File: src/rtl/fetch_ctrl_if.sv
// Fetch controller bus bundle: instruction-memory port, decode port and redirect input.
// master = fetch controller, slave = memory/decode/next-PC environment.
interface fetch_ctrl_if;
  localparam int unsigned XLEN = 32;

  logic            imem_req;
  logic [XLEN-1:0] imem_addr;
  logic            imem_ack;
  logic [XLEN-1:0] imem_rdata;
  logic            if_valid;
  logic [XLEN-1:0] if_instr;
  logic [XLEN-1:0] if_pc;
  logic            id_ready;
  logic            redirect;
  logic [XLEN-1:0] redirect_pc;
  logic            addr_err;

  modport master (
    output imem_req, imem_addr, if_valid, if_instr, if_pc, addr_err,
    input  imem_ack, imem_rdata, id_ready, redirect, redirect_pc
  );

  modport slave (
    input  imem_req, imem_addr, if_valid, if_instr, if_pc, addr_err,
    output imem_ack, imem_rdata, id_ready, redirect, redirect_pc
  );
endinterface

File: src/rtl/fetch_ctrl.sv
// Instruction-fetch controller: owns the PC, sequences the imem request/ack port,
// buffers fetched words in an output slot plus one-entry skid, and applies redirects.
module fetch_ctrl #(
  parameter logic [31:0] RESET_PC = 32'h0000_3000,
  parameter logic [31:0] EXC_PC   = 32'h0000_4180
) (
  input  logic          clk,
  input  logic          rst_n,
  fetch_ctrl_if.master  bus
);
  localparam int unsigned XLEN = 32;

  typedef enum logic [1:0] {
    ST_IDLE    = 2'd0,
    ST_REQ     = 2'd1,
    ST_DISCARD = 2'd2,
    ST_HOLD    = 2'd3
  } state_e;

  state_e          state_q, state_d;
  logic [XLEN-1:0] pc_q, pc_d;
  logic [XLEN-1:0] fetch_addr_q, fetch_addr_d;
  logic            imem_req_q, imem_req_d;
  logic            if_valid_q, if_valid_d;
  logic [XLEN-1:0] if_instr_q, if_instr_d;
  logic [XLEN-1:0] if_pc_q, if_pc_d;
  logic            skid_valid_q, skid_valid_d;
  logic [XLEN-1:0] skid_instr_q, skid_instr_d;
  logic [XLEN-1:0] skid_pc_q, skid_pc_d;
  logic            addr_err_q, addr_err_d;

  logic            slot_free_c;
  logic            misaligned_c;
  logic [XLEN-1:0] redir_pc_c;
  logic [XLEN-1:0] next_addr_c;

  assign slot_free_c  = !if_valid_q || bus.id_ready;
  assign misaligned_c = |bus.redirect_pc[1:0];
  assign redir_pc_c   = misaligned_c ? EXC_PC : bus.redirect_pc;
  assign next_addr_c  = fetch_addr_q + XLEN'(4);

  // Next-state: normal sequencing first, redirect overrides last.
  always_comb begin
    state_d      = state_q;
    pc_d         = pc_q;
    fetch_addr_d = fetch_addr_q;
    if_valid_d   = if_valid_q;
    if_instr_d   = if_instr_q;
    if_pc_d      = if_pc_q;
    skid_valid_d = skid_valid_q;
    skid_instr_d = skid_instr_q;
    skid_pc_d    = skid_pc_q;
    addr_err_d   = 1'b0;

    // Decode took the current word; a load below re-asserts valid.
    if (if_valid_q && bus.id_ready) begin
      if_valid_d = 1'b0;
    end

    unique case (state_q)
      ST_IDLE: begin
        state_d      = ST_REQ;
        fetch_addr_d = pc_q;
      end
      ST_REQ: begin
        if (bus.imem_ack) begin
          pc_d         = next_addr_c;
          fetch_addr_d = next_addr_c;
          if (slot_free_c) begin
            if_valid_d = 1'b1;
            if_instr_d = bus.imem_rdata;
            if_pc_d    = fetch_addr_q;
          end else begin
            skid_valid_d = 1'b1;
            skid_instr_d = bus.imem_rdata;
            skid_pc_d    = fetch_addr_q;
            state_d      = ST_HOLD;
          end
        end
      end
      ST_HOLD: begin
        if (bus.id_ready) begin
          if_valid_d   = skid_valid_q;
          if_instr_d   = skid_instr_q;
          if_pc_d      = skid_pc_q;
          skid_valid_d = 1'b0;
          state_d      = ST_REQ;
        end
      end
      ST_DISCARD: begin
        if (bus.imem_ack) begin
          fetch_addr_d = pc_q;
          state_d      = ST_REQ;
        end
      end
      default: state_d = ST_IDLE;
    endcase

    if (bus.redirect) begin
      if_valid_d   = 1'b0;
      skid_valid_d = 1'b0;
      pc_d         = redir_pc_c;
      addr_err_d   = misaligned_c;
      // An unacked request must complete at its old address before the new one issues.
      if ((state_q == ST_REQ || state_q == ST_DISCARD) && !bus.imem_ack) begin
        state_d      = ST_DISCARD;
        fetch_addr_d = fetch_addr_q;
      end else begin
        state_d      = ST_REQ;
        fetch_addr_d = redir_pc_c;
      end
    end

    imem_req_d = (state_d == ST_REQ) || (state_d == ST_DISCARD);
  end

  always_ff @(posedge clk or negedge rst_n) begin
    if (!rst_n) begin
      state_q      <= ST_IDLE;
      pc_q         <= RESET_PC;
      fetch_addr_q <= RESET_PC;
      imem_req_q   <= 1'b0;
      if_valid_q   <= 1'b0;
      if_instr_q   <= '0;
      if_pc_q      <= '0;
      skid_valid_q <= 1'b0;
      skid_instr_q <= '0;
      skid_pc_q    <= '0;
      addr_err_q   <= 1'b0;
    end else begin
      state_q      <= state_d;
      pc_q         <= pc_d;
      fetch_addr_q <= fetch_addr_d;
      imem_req_q   <= imem_req_d;
      if_valid_q   <= if_valid_d;
      if_instr_q   <= if_instr_d;
      if_pc_q      <= if_pc_d;
      skid_valid_q <= skid_valid_d;
      skid_instr_q <= skid_instr_d;
      skid_pc_q    <= skid_pc_d;
      addr_err_q   <= addr_err_d;
    end
  end

  assign bus.imem_req  = imem_req_q;
  assign bus.imem_addr = fetch_addr_q;
  assign bus.if_valid  = if_valid_q;
  assign bus.if_instr  = if_instr_q;
  assign bus.if_pc     = if_pc_q;
  assign bus.addr_err  = addr_err_q;
endmodule

File: src/flat_wrapper.sv
// flat-port wrapper written by rule: the top's interface ports become plain ports
module fetch_ctrl_flat 
#(
  parameter logic [31:0] RESET_PC = 32'h0000_3000,
  parameter logic [31:0] EXC_PC   = 32'h0000_4180
)
  (clk, rst_n, bus_imem_req, bus_imem_addr, bus_if_valid, bus_if_instr, bus_if_pc, bus_addr_err, bus_imem_ack, bus_imem_rdata, bus_id_ready, bus_redirect, bus_redirect_pc);
  fetch_ctrl_if bus_i ();
  input  logic clk;
  input  logic rst_n;
  output wire logic [$bits(bus_i.imem_req)-1:0] bus_imem_req;
  output wire logic [$bits(bus_i.imem_addr)-1:0] bus_imem_addr;
  output wire logic [$bits(bus_i.if_valid)-1:0] bus_if_valid;
  output wire logic [$bits(bus_i.if_instr)-1:0] bus_if_instr;
  output wire logic [$bits(bus_i.if_pc)-1:0] bus_if_pc;
  output wire logic [$bits(bus_i.addr_err)-1:0] bus_addr_err;
  input wire logic [$bits(bus_i.imem_ack)-1:0] bus_imem_ack;
  input wire logic [$bits(bus_i.imem_rdata)-1:0] bus_imem_rdata;
  input wire logic [$bits(bus_i.id_ready)-1:0] bus_id_ready;
  input wire logic [$bits(bus_i.redirect)-1:0] bus_redirect;
  input wire logic [$bits(bus_i.redirect_pc)-1:0] bus_redirect_pc;
  assign bus_imem_req = bus_i.imem_req;
  assign bus_imem_addr = bus_i.imem_addr;
  assign bus_if_valid = bus_i.if_valid;
  assign bus_if_instr = bus_i.if_instr;
  assign bus_if_pc = bus_i.if_pc;
  assign bus_addr_err = bus_i.addr_err;
  assign bus_i.imem_ack = bus_imem_ack;
  assign bus_i.imem_rdata = bus_imem_rdata;
  assign bus_i.id_ready = bus_id_ready;
  assign bus_i.redirect = bus_redirect;
  assign bus_i.redirect_pc = bus_redirect_pc;
  fetch_ctrl #(.RESET_PC(RESET_PC), .EXC_PC(EXC_PC)) u_core (.clk(clk), .rst_n(rst_n), .bus(bus_i));
endmodule
File: config.mk
export PLATFORM = sky130hd
export DESIGN_NAME = fetch_ctrl_flat
export DESIGN_NICKNAME = d
export VERILOG_FILES = /design/src/rtl/fetch_ctrl_if.sv /design/src/rtl/fetch_ctrl.sv /design/src/flat_wrapper.sv
export SDC_FILE = /design/constraint.sdc
export NUM_CORES = 1
export LEC_CHECK = 0
export CAP_MARGIN = 5
export CORE_MARGIN = 8
export CORE_UTILIZATION = 53
export CTS_CLUSTER_DIAMETER = 30
export DETAILED_ROUTE_END_ITERATION = 8
export HOLD_SLACK_MARGIN = 0.06
export PLACE_DENSITY_LB_ADDON = 0.3
export SLEW_MARGIN = 5
export SYNTH_ARGS = -nofsm -noshare
export SYNTH_HDL_FRONTEND = slang
export SYNTH_SLANG_ARGS = --single-unit
File: constraint.sdc
create_clock -name clk -period 3.1 [get_ports clk]
set_input_delay 0.465 -clock clk [delete_from_list [all_inputs] [get_ports clk]]
set_output_delay 0.465 -clock clk [all_outputs]
set_load 0.02 [all_outputs]
# After elaboration in Yosys (flattened, before gate mapping)
# Cells that the tools add are included.
# totals
reg_bits,198
inputBits,69
out_inout_bits,99
wordCells,80
# classes
mux,35
addsub,1
bitwise_logic,1
reduce_logical,19
n_eq_ne,13
# ops
cell,count
$mux W32,13
$pmux W32 S2,2
$pmux W32 S3,1
$add A32 B3 Y32 const B,1
$mux W2,6
$ne A3 B3 Y1 const B,4
$reduce_and A4 Y1,3
$mux W1,10
$pmux W2 S4,1
$eq A2 B2 Y1 const B,3
$ne A2 B2 Y1 const B,3
$reduce_bool A2 Y1,3
$eq A2 B1 Y1 const B,2
$pmux W1 S2,2
$reduce_bool A4 Y1,1
$logic_or A1 B1 Y1,3
$reduce_and A3 Y1,1
$reduce_bool A3 Y1,1
$logic_and A1 B1 Y1,2
$logic_not A1 Y1,2
$logic_not A2 Y1,1
$ne A2 B1 Y1 const B,1
$reduce_and A2 Y1,1
$reduce_or A2 Y1,1
$not A1 Y1,1

# Depth between registers and ports, before layout
# logic_depth
word_depth,8
mapped_depth,11
ltp_nobuf,7

# Least setup slack after synthesis
# OpenSTA, ideal clock, no wires.
# synth_path
kind,register to register
start,register u_core.fetch_addr_q[13] (netlist: u_core.bus.imem_addr[13])
end,register u_core.fetch_addr_q[27] (netlist: u_core.bus.imem_addr[27])
setup_ns,0.083
n_path_buf,2
t_arrival_ns,2.393
synth_period_minus_slack_ns,2.476
slack_ns,0.624
path_stages_with_launch,8
t_required_ns,3.017
cell_sequence,dfstp_2 clkbuf_1 nand2_1 or4b_1 buf_2 or4_4 o31a_1 o22ai_1
# synth_via
elab_chain_len,4
# synth_lines
element,line,source
start: declaration,fetch_ctrl.sv:22,"logic [XLEN-1:0] fetch_addr_q, fetch_addr_d;"
start signal: assignment,fetch_ctrl.sv:133,fetch_addr_q <= fetch_addr_d;
$add A32 B3 Y32,fetch_ctrl.sv:40,assign next_addr_c = fetch_addr_q + XLEN'(4);
$mux W32,fetch_ctrl.sv:66,if (bus.imem_ack) begin
$pmux W32 S3,fetch_ctrl.sv:60,unique case (state_q)
$mux W32,fetch_ctrl.sv:99,if (bus.redirect) begin
# No other way between the ends. The select of a mux whose other input is x is not followed.
# A chain may end at the register's enable or synchronous reset.

# Worst setup path in the final report
# layout_path
start,register u_core.fetch_addr_q[12] (netlist: u_core.bus.imem_addr[12])
end,register u_core.fetch_addr_q[27] (netlist: u_core.bus.imem_addr[27])
# The elaborated chain is that of the path after synthesis.

==> impl_metrics.tcl <==
set metrics [dict create \
    status "finished, final reports clean" \
    critPathKind "flop to flop" \
    cpPeakStageDelay_ns 0.86 \
    path_buf_inv 0 \
    arrival_ns 3.11 \
    fp.dieW_um 150 \
    fp.dieH_um 150 \
    placed_area_um2 11600 \
    fin_nets 1159 \
    wl_per_cell_um 19.1 \
    crit_fanout 16 \
    wirelength_um 25300 \
    grt_pass1_wl_um 40400 \
    antenna_cells 0 \
    rsz0062_at_grt "no" \
    num_rows 49 \
    p_int_w 0.00721 \
    syn_nets 1013 \
    p_switching_w 0.00463 \
    cts_tree "yes" \
    p_seq_share_pct 37.2 \
    design_area_um2 12200 \
    ios 168 \
    synthSimpleGateAreaFrac_pct 12.0 \
    io_buffer_count 167 \
    place_congestion 0.869 \
    synth-seq-cells 198 \
    cp_slowest_cell "or4b_1" \
    hp-class "input port to asynchronous set/reset pin" \
    synth_compound_area_share_pct 16.1 \
    routed_via_density 5.87 \
    clock_sinks 198 \
    maxSlewViolCount 0 \
    end_kind "flop" \
    track_usage_pct 22.5 \
    syn2layout_area_growth_pct 28.0 \
    ant_nets 0 \
    dieArea_um2 22600 \
    syn_avg_cell_area_um2 10.2 \
    cp.required_ns 3.44 \
    hpwlAfterDp_um 17400 \
    post-cts-setup-buffers 0 \
    share_comb_of_total_power_pct 44.2 \
    layout-drive-gt1-share_pct 13.4 \
    postSynthCellCount 938 \
    cts_resized 0 \
    period_share_pct 89.6 \
    grt_pass1_vias 7505 \
    synthFlopType "dfrtp_1" \
    ys_seq_area_share_pct 51.9 \
    start_util_pct 53.5 \
    swShare_pct 39.1 \
    tns_ns 0 \
    synth_fa_ha_area_share_pct 0.786 \
    post-route-min-period_ns 2.78 \
    drv_cap 0 \
    synth-xor-area-share_pct 1.93 \
    synth_top_family_by_area "compound AO/OA/AOI/OAI gates" \
    synth-edff-count 0 \
    cts-buffers-inserted 17 \
    synthArstFlopShare_pct 100 \
    cp_top_family "simple AND/OR/NAND/NOR gates" \
    clk_pin_slew_ns 0.08 \
    p_clk_share_pct 18.6 \
    power_density_nw_per_um2 968 \
    drcViolationCount 0 \
    hold-worst-slack_ns 0.0662 \
    overflow 0 \
    ys_warn_count 0 \
    holdBufCountCts 0 \
    finClkSkew_ns 0.0147 \
    r2r_setup_slack_ns 0.32 \
    tightest_slew_ns 0.701 \
    fp.coreArea_um2 17800 \
    clk_latency_ns 0.43 \
    grt_max_degree 87 \
    final-hold-violation-count 0 \
    dr.pass1.iters 5 \
    first_iter_violations 632 \
    cp_cell_sequence "nand4_2 > or4b_1 > or4_4 > o31a_1 > o22ai_1" \
    h-tree-depth 4 \
    synthMuxAreaShare_pct 13.5 \
    cts_root_buf "clkbuf_16" \
    startpoint_type "flop" \
    via_count 7789 \
    clockBufferDepth 2 \
    ys_types 62 \
    max_freq_ghz 0.360 \
    setup_viol 0 \
    p_leak_nw 5.10 \
    synthesis.area_um2 9550 \
    relSlewSlack_pct 53.1 \
    irDropWorstVdd_mv 0.447 \
    antenna_found_initial 0 \
]
[registers in the layout, indices dropped and copies added, names as in the netlist]
name	count
u_core.skid_valid_q	1
u_core.bus.if_pc	32
u_core.bus.addr_err	1
u_core.bus.if_instr	32
u_core.bus.imem_req	1
u_core.bus.if_valid	1
u_core.bus.imem_addr	32
u_core.skid_instr_q	32
u_core.state_q	2
u_core.skid_pc_q	32
u_core.pc_q	32
[routing by layer]
layer,global-route usage [%],part of all wire [%],wire [µm]
met1,32.4,46,11700
met2,33.8,45,11400
met3,4.51,7.1,1800
met4,7.00,1.6,410
met5,0,0,0
[synth_stat cells (10+ instances only)]
| library cell | number | share of area, % |
|---|---|---|
| dfrtp_1 | 194 | 51 |
| inv_1 | 14 | 0.55 |
| o21ai_0 | 135 | 7.1 |
| nand2_1 | 131 | 5.1 |
| xnor2_1 | 14 | 1.3 |
| mux2i_1 | 65 | 6.8 |
| a22o_1 | 10 | 0.92 |
| clkbuf_1 | 62 | 2.4 |
| nor3_1 | 12 | 0.63 |
| a31oi_1 | 10 | 0.65 |
| a22oi_1 | 15 | 1.2 |
| a21oi_1 | 33 | 1.7 |
| nand3_1 | 18 | 0.94 |
| mux2_2 | 57 | 6.7 |
| nor2_1 | 36 | 1.4 |
[power groups by stage]
stage | sequential [W] | combinational [W] | clock (W)
2_1_floorplan | 0.00486 | 0.00247 | 0
3_3_place_gp | 0.00438 | 0.00514 | 0
3_5_place_dp | 0.00444 | 0.00524 | 0
4_1_cts | 0.00439 | 0.00527 | 0.00224
5_1_grt | 0.00453 | 0.00565 | 0.00233
6_report | 0.00441 | 0.00523 | 0.00220
[metrics by stage]
stage | util (%) | std cells | total power (W) | setup WS (ns)
floorplan | - | 938 | 0.00733 | 0.624
global placement | 65.3 | 1294 | 0.00952 | 0.457
detailed placement | 65.3 | 1294 | 0.00969 | 0.398
CTS | 68.5 | 1326 | 0.0119 | 0.332
global route | 68.5 | 1326 | 0.0125 | 0.216
finish | 68.5 | 1326 | 0.0118 | 0.323
[placed cells by master (no fill, tap or decap), drive strengths merged, types with 4 or more instances in the layout]
cell type and count:
dfstp 4, mux2i 65, o21ai 135, nor3 12, clkinv 4, or4 6, mux2 57, xnor2 14
nand4 10, a22oi 15, o2bb2ai 6, ha 6, nand3 18, nand2 131, dfrtp 194, o311ai 4
o31a 5, xor2 7, clkdlybuf4s50 166, nor2 36, a22o 10, clkbuf 20, a21oi 33, inv 18
nor4 8, buf 38, a31oi 10, o31ai 4, and3 5
[path summary, 6_finish.rpt]
kind | startpoint | endpoint | cells past startpoint
worst max register to register | u_core.bus.imem_addr[12] | u_core.bus.imem_addr[27] | 5
min in group clk | u_core.skid_pc_q[28] | u_core.skid_pc_q[28] | 2
worst min register to register | u_core.skid_pc_q[28] | u_core.skid_pc_q[28] | 2
worst max-delay path | u_core.bus.imem_addr[12] | u_core.bus.imem_addr[27] | 5
max in group asynchronous | rst_n | u_core.pc_q[13] | 2
worst min-delay path | rst_n | u_core.bus.if_instr[26] | 1
[layout make-up]
class,count,area [µm²]
timing repair buffer,205,2060
tap,229,287
inverter,14,52.6
fill,1410,5610
clock inverter,13,148
sequential,198,4960
clock buffer,19,433
multi-input combinational,648,4290
[cells by family (layout without fill, tap and decap cells)]
kind of cell / after synthesis / count (layout)
AOI/OAI and AO/OA: 254 / 254
xor gates and xnor gates: 21 / 21
adders and majority gates: 6 / 6
buffers and inverters: 92 / 251
DFF: 198 / 198
muxes: 122 / 122
and+or+nand+nor: 245 / 245
Power figures use the tool's default switching activity.
